**config.mk**
```make
export PLATFORM = sky130hd
export DESIGN_NAME = vec_load_unit
export DESIGN_NICKNAME = d
export VERILOG_FILES = /design/src/rtl/vlu_pkg.sv /design/src/rtl/vec_load_unit.sv
export SDC_FILE = /design/constraint.sdc
export NUM_CORES = 1
export LEC_CHECK = 0
export BUFFER_PORTS_ARGS = -buffer_cell sky130_fd_sc_hd__buf_4
export CAP_MARGIN = 20
export CORE_AREA = 2 2 254 256
export CTS_BUF_LIST = sky130_fd_sc_hd__clkbuf_4 sky130_fd_sc_hd__clkbuf_8 sky130_fd_sc_hd__clkbuf_16
export CTS_CLUSTER_SIZE = 28
export DETAILED_ROUTE_END_ITERATION = 16
export DIE_AREA = 0 0 256 258
export SKIP_LAST_GASP = 1
export SLEW_MARGIN = 10
export SYNTH_ARGS = -nofsm -noshare
export SYNTH_HDL_FRONTEND = slang
export SYNTH_SLANG_ARGS = --single-unit
```
**constraint.sdc**
```tcl
create_clock -name clk -period 4.4 [get_ports clk]
set_input_delay 0.88 -clock clk [delete_from_list [all_inputs] [get_ports clk]]
set_output_delay 0.88 -clock clk [all_outputs]
set_load 0.02 [all_outputs]
```
**src/rtl/vlu_pkg.sv**
```systemverilog
`default_nettype none
// ============================================================================
//  Module      : vlu_pkg
//  Description : Shared types and constants for the vector/scalar load unit:
//                FSM state encoding, lane count, register-file command code
//                and the lane that carries a scalar result.
//  Revision    : 1.0  initial release
// ============================================================================
package vlu_pkg;

    // Number of vector lanes in the register file.
    localparam int VLU_LANES = 16;

    // Register-file command for a plain load write. 3'b101 is never issued.
    localparam logic [2:0] CMD_LOAD = 3'b000;

    // Lane that receives the single word of a scalar load.
    localparam int SCALAR_LANE = 15;

    // Load-unit FSM states, explicitly encoded in two bits.
    typedef enum logic [1:0] {
        ST_IDLE  = 2'd0,
        ST_REQ   = 2'd1,
        ST_WRITE = 2'd2
    } vlu_state_t;

    // Buffer lane that a captured word lands in: the running element index
    // for a vector load, the scalar slot otherwise.
    function automatic logic [3:0] capture_lane(input logic is_vec, input logic [3:0] idx);
        return is_vec ? idx : 4'(SCALAR_LANE);
    endfunction

endpackage : vlu_pkg
`default_nettype wire

```
**src/rtl/vec_load_unit.sv**
```systemverilog
`default_nettype none
// ============================================================================
//  Module      : vec_load_unit
//  Description : Gathers 32-bit words from data memory over a single
//                outstanding req/ack port (one element per ack) and commits
//                the assembled vector, or a single scalar word in lane 15,
//                to the write port of the 16-lane vector register file.
//  Revision    : 1.0  initial release
// ============================================================================
module vec_load_unit
    import vlu_pkg::*;
#(
    parameter int LANES = VLU_LANES,
    parameter int DW    = 32,
    parameter int AW    = 32
) (
    input  logic                  clk,
    input  logic                  rst,

    // Command side (execute stage)
    input  logic                  start,
    input  logic                  is_vector,
    input  logic [AW-1:0]         base_addr,
    input  logic [AW-1:0]         stride,
    input  logic [3:0]            rd_dst,
    output logic                  busy,
    output logic                  done,

    // Data-memory read port
    output logic                  mem_req,
    output logic [AW-1:0]         mem_addr,
    input  logic                  mem_ack,
    input  logic [DW-1:0]         mem_rdata,

    // Register-file write port
    output logic                  we3,
    output logic [3:0]            ra3,
    output logic [LANES*DW-1:0]   wd3,
    output logic                  selec_v_s_w,
    output logic [2:0]            cmd
);

    localparam int IW = $clog2(LANES);

    // Control state and per-command context latched at start.
    vlu_state_t                 state;
    logic                       vec_q;
    logic [3:0]                 dst_q;
    logic [AW-1:0]              stride_q;
    logic [AW-1:0]              addr;
    logic [IW-1:0]              idx;

    // Assembled write data, one DW-bit word per lane.
    logic [LANES-1:0][DW-1:0]   lane_buf;

    // A capture ends the load on the only scalar word or the last vector lane.
    logic                       last_elem;
    assign last_elem = !vec_q || (idx == IW'(LANES - 1));

    // FSM, address generation, element capture; reset aborts any load.
    always_ff @(posedge clk) begin
        if (rst) begin
            state    <= ST_IDLE;
            vec_q    <= 1'b0;
            dst_q    <= 4'd0;
            stride_q <= '0;
            addr     <= '0;
            idx      <= '0;
            lane_buf <= '0;
        end else begin
            case (state)
                ST_IDLE: begin
                    // Acks arriving here belong to nothing and are ignored.
                    if (start) begin
                        vec_q    <= is_vector;
                        dst_q    <= rd_dst;
                        stride_q <= stride;
                        addr     <= base_addr;
                        idx      <= '0;
                        lane_buf <= '0;
                        state    <= ST_REQ;
                    end
                end

                ST_REQ: begin
                    // Request and address hold steady until the ack arrives.
                    if (mem_ack) begin
                        lane_buf[capture_lane(vec_q, idx)] <= mem_rdata;
                        if (last_elem) begin
                            state <= ST_WRITE;
                        end else begin
                            idx  <= idx + 1'b1;
                            // Wraps modulo 2^AW by construction.
                            addr <= addr + stride_q;
                        end
                    end
                end

                ST_WRITE: begin
                    // The register file consumes the write within this cycle.
                    state <= ST_IDLE;
                end

                default: begin
                    state <= ST_IDLE;
                end
            endcase
        end
    end

    // Outputs are decoded directly from registered state and context.
    assign busy        = (state != ST_IDLE);
    assign mem_req     = (state == ST_REQ);
    assign mem_addr    = addr;
    assign we3         = (state == ST_WRITE);
    assign done        = (state == ST_WRITE);
    assign ra3         = dst_q;
    assign wd3         = lane_buf;
    assign selec_v_s_w = vec_q;
    assign cmd         = CMD_LOAD;

endmodule : vec_load_unit
`default_nettype wire

```
==> impl_metrics.csv <==
group,metric,value,unit
placed_design,dp_slack,1.23,ns
sta,fin_skew,0.0350,ns
logic_synthesis,synth_area,0.0220,sq mm
sta,hold_ws,0.464,ns
clock_network,cts_num_sinks,587,
setup_path,crit_start,"mem_addr[1]",
setup_path,crit_path_top_delay_cell,"dfxtp_1",
pwr,leakage,0.0125,uW
logic_synthesis,synthArstFlopShare,0,%
detailed_routing,top_layer_used,"met4",
setup_path,end_kind,"flip-flop",
detailed_routing,drc_errors,0,
placed_design,place_congestion,0.906,
setup_path,crit_path_end,"mem_addr[29]",
layout,drive_above_1_share,28.8,%
setup_path,worstPathArrival,3.43,ns
logic_synthesis,synth_largest_area_cell,"dfxtp_1",
logic_synthesis,synth_warnings,0,
detailed_routing,drt-met1-wl,36800,microns
sta,fin_ws,1.48,ns
setup_path,worstSetupPathType,"reg -> reg",
placed_design,dp_hpwl,63200,microns
logic_synthesis,synth_flop_cell,"dfxtp_1",
sta,relSlewSlack,20.5,%
flow_run,max-cap-violations,0,
detailed_routing,vias,21500,
global_route,grt_max_degree,132,
logic_synthesis,synthCells,2469,
status,outcome,"complete, no violations",
floorplanning,fp.dieArea,0.0660,sq mm
sta,hold_viol_final,0,
floorplanning,io_pins,661,
logic_synthesis,synthTopCellsByArea,"dfxtp_1 (53%), a22oi_1 (17%), nor2_1 (9.5%)",
clock_network,postCtsHoldBufs,0,
clock_network,numCtsBuffers,66,
layout,finalInstanceArea,0.0300,sq mm
logic_synthesis,yosysMostFrequentCell,"dfxtp_1",
sta,worstMarginPinSlew,1.19,ns
logic_synthesis,yosys_register_bits,587,
setup_path,r2r-start,"mem_addr[1]",
clock_network,cts_tree,"yes",
global_route,grt_use_total,27.2,%
detailed_routing,met3_wirelength,8210,microns
clock_network,clkTransAtPathRegs,0.06,ns
clock_network,cts_root_buffer,"clkbuf_16",
floorplanning,core,0.0636,sq mm
clock_network,ctsResizeCount,0,
floorplanning,die_h,258,microns
clock_network,htree_levels,3,
detailed_routing,drtIter0Drc,1906,
pwr,peakVddDrop,0.276,mV
sta,max_freq,342,MHz
setup_path,ff2ff_path_depth,9,
logic_synthesis,yosys-top-cells-count,"dfxtp_1 (587), nor2_1 (555), a22oi_1 (512), clkbuf_1 (230), nand2_1 (139)",
logic_synthesis,ys_seq_area_share,53.3,%
sta,rsz0062_at_grt,"false",
setup_path,slowest_delay,0.42,ns
floorplanning,rows,93,
sta,period_minus_slack,2.92,ns
setup_path,rrSetupSlack,1.48,ns
pwr,powerDensity,413,mW/mm^2
logic_synthesis,yosysTopAreaCellShare,53.3,%
clock_network,cts_buffer_depth,3,
detailed_routing,wl_per_cell,24.3,microns
layout,multi_input_area,0.00938,sq mm
sta,final_max_slew_viol_count,0,
sta,layout_worst_path_cycle_share,66.4,%
detailed_routing,viasPerCell,5.54,
floorplanning,initial_core_util,34.6,%
placed_design,io_buffers,657,
pwr,finalPower,12400,uW
global_route,grt.overflow.total,0,
layout,final-seq-area,0.0118,sq mm
logic_synthesis,avgSynthCellArea,8.93,sq um
setup_path,worstPathCellList,"ha_1 -> a211oi_1 -> o211ai_1 -> a21o_1 -> a221oi_4 -> o22ai_2 -> a41oi_2 -> mux2_1 -> a211oi_1",
setup_path,rr_endpoint,"mem_addr[29]",
setup_path,crit_fanout,4,
clock_network,insertion_delay,0.60,ns
clock_network,postCtsSetupBuffers,0,
layout,nets,3119,
logic_synthesis,synth-edff-count,0,
detailed_routing,wirelength,94200,microns
setup_path,worstPathRequired,4.91,ns
global_route,grt_pass1_wl,137000,microns
sta,fin_setup_tns,0,ns
layout,fillers,6041,
setup_path,start_kind,"flip-flop",
detailed_routing,ant_nets,0,
logic_synthesis,synth.distinct_cells,55,
layout,synthToLayoutAreaGrowth,36.0,%
global_route,antenna_found_initial,1,
detailed_routing,dr.pass1.iters,7,
floorplanning,die-width,256,microns
sta,setup_violations,0,
setup_path,path_common_cell,"a211oi_1",
placed_design,dpl_cell_area,0.0277,sq mm
global_route,grt_pass1_vias,20500,
detailed_routing,route.met2.wl,45400,microns
hold_path,hp-class,"reg -> reg",
==> final cells by class <==
class                      instances  area share [%]
antenna                            1         0.00835
multi-input combinational       1599            31.3
timing repair buffer             719            18.3
clock inverter                    19            1.00
inverter                           8           0.100
sequential                       587            39.2
tap                              855            3.57
clock buffer                      95            6.50
==> critical path: cells and delay by family, from the launching register on <==
family,cells,cell delay (ns)
muxes,1,0.34
AOI/OAI and AO/OA,7,1.79
adders and majority gates,1,0.28
DFF,1,0.42
==> power by group <==
part	leakage (uW)	internal, uW	total (uW)	switching [uW]
Combinational	0.00662	364	1240	873
Sequential	0.00474	5390	5450	69.4
Clock	0.00112	3360	5680	2320
==> metrics by stage <==
stage          std cells  utilization [%]
4_1_cts             3880             47.0
5_1_grt             3882             47.1
3_5_place_dp        3766             43.5
6_report            3883             47.1
2_1_floorplan       2471                -
3_3_place_gp        3762             43.4
==> kinds of logic (layout without fill, tap and decap cells) <==
kind of cell / count (synthesis) / in the layout / synth area share, %
and+or+nand+nor: 804 / 804 / 14.9
muxes: 1 / 1 / 0.0511
other: 1 / 4 / 0.0170
buffers and inverters: 285 / 841 / 5.15
adders and majority gates: 33 / 33 / 1.91
DFF: 587 / 587 / 53.3
AOI/OAI and AO/OA: 731 / 731 / 23.6
xor gates and xnor gates: 27 / 27 / 1.07
==> placed cells by master, fill, tap and decap left out, types with 18 or more instances in the layout <==
cell type  instances
clkbuf_4          18
a22oi_1          512
buf_4            709
o21ai_0           33
xnor2_1           18
and3_1            38
nor2_1           544
ha_1              32
a21oi_1           83
dfxtp_1          587
clkbuf_16         67
nand2_1          139
==> metal layers <==
layer | global-route usage, % | vias up
met3 | 7.13 | 196
met1 | 33.0 | 10500
met5 | 0 | -
li1 | - | 9729
met4 | 11.7 | 0
met2 | 45.8 | 1072
==> flip-flops by register name, summed over array words and instances, names as in the netlist <==
register,cells
stride_q,32
wd3,512
idx,4
selec_v_s_w,1
state,2
ra3,4
mem_addr,32
==> worst min-delay path by stage <==
stage                startpoint     endpoint  cells after the start
floorplan           stride_q[0]  stride_q[0]                      2
global placement         ra3[3]       ra3[3]                      2
detailed placement       ra3[0]       ra3[0]                      2
CTS                      ra3[0]       ra3[0]                      2
global route        stride_q[0]  stride_q[0]                      2
finish                   ra3[0]       ra3[0]                      2
Note: power is estimated with default switching activity, not from simulation.
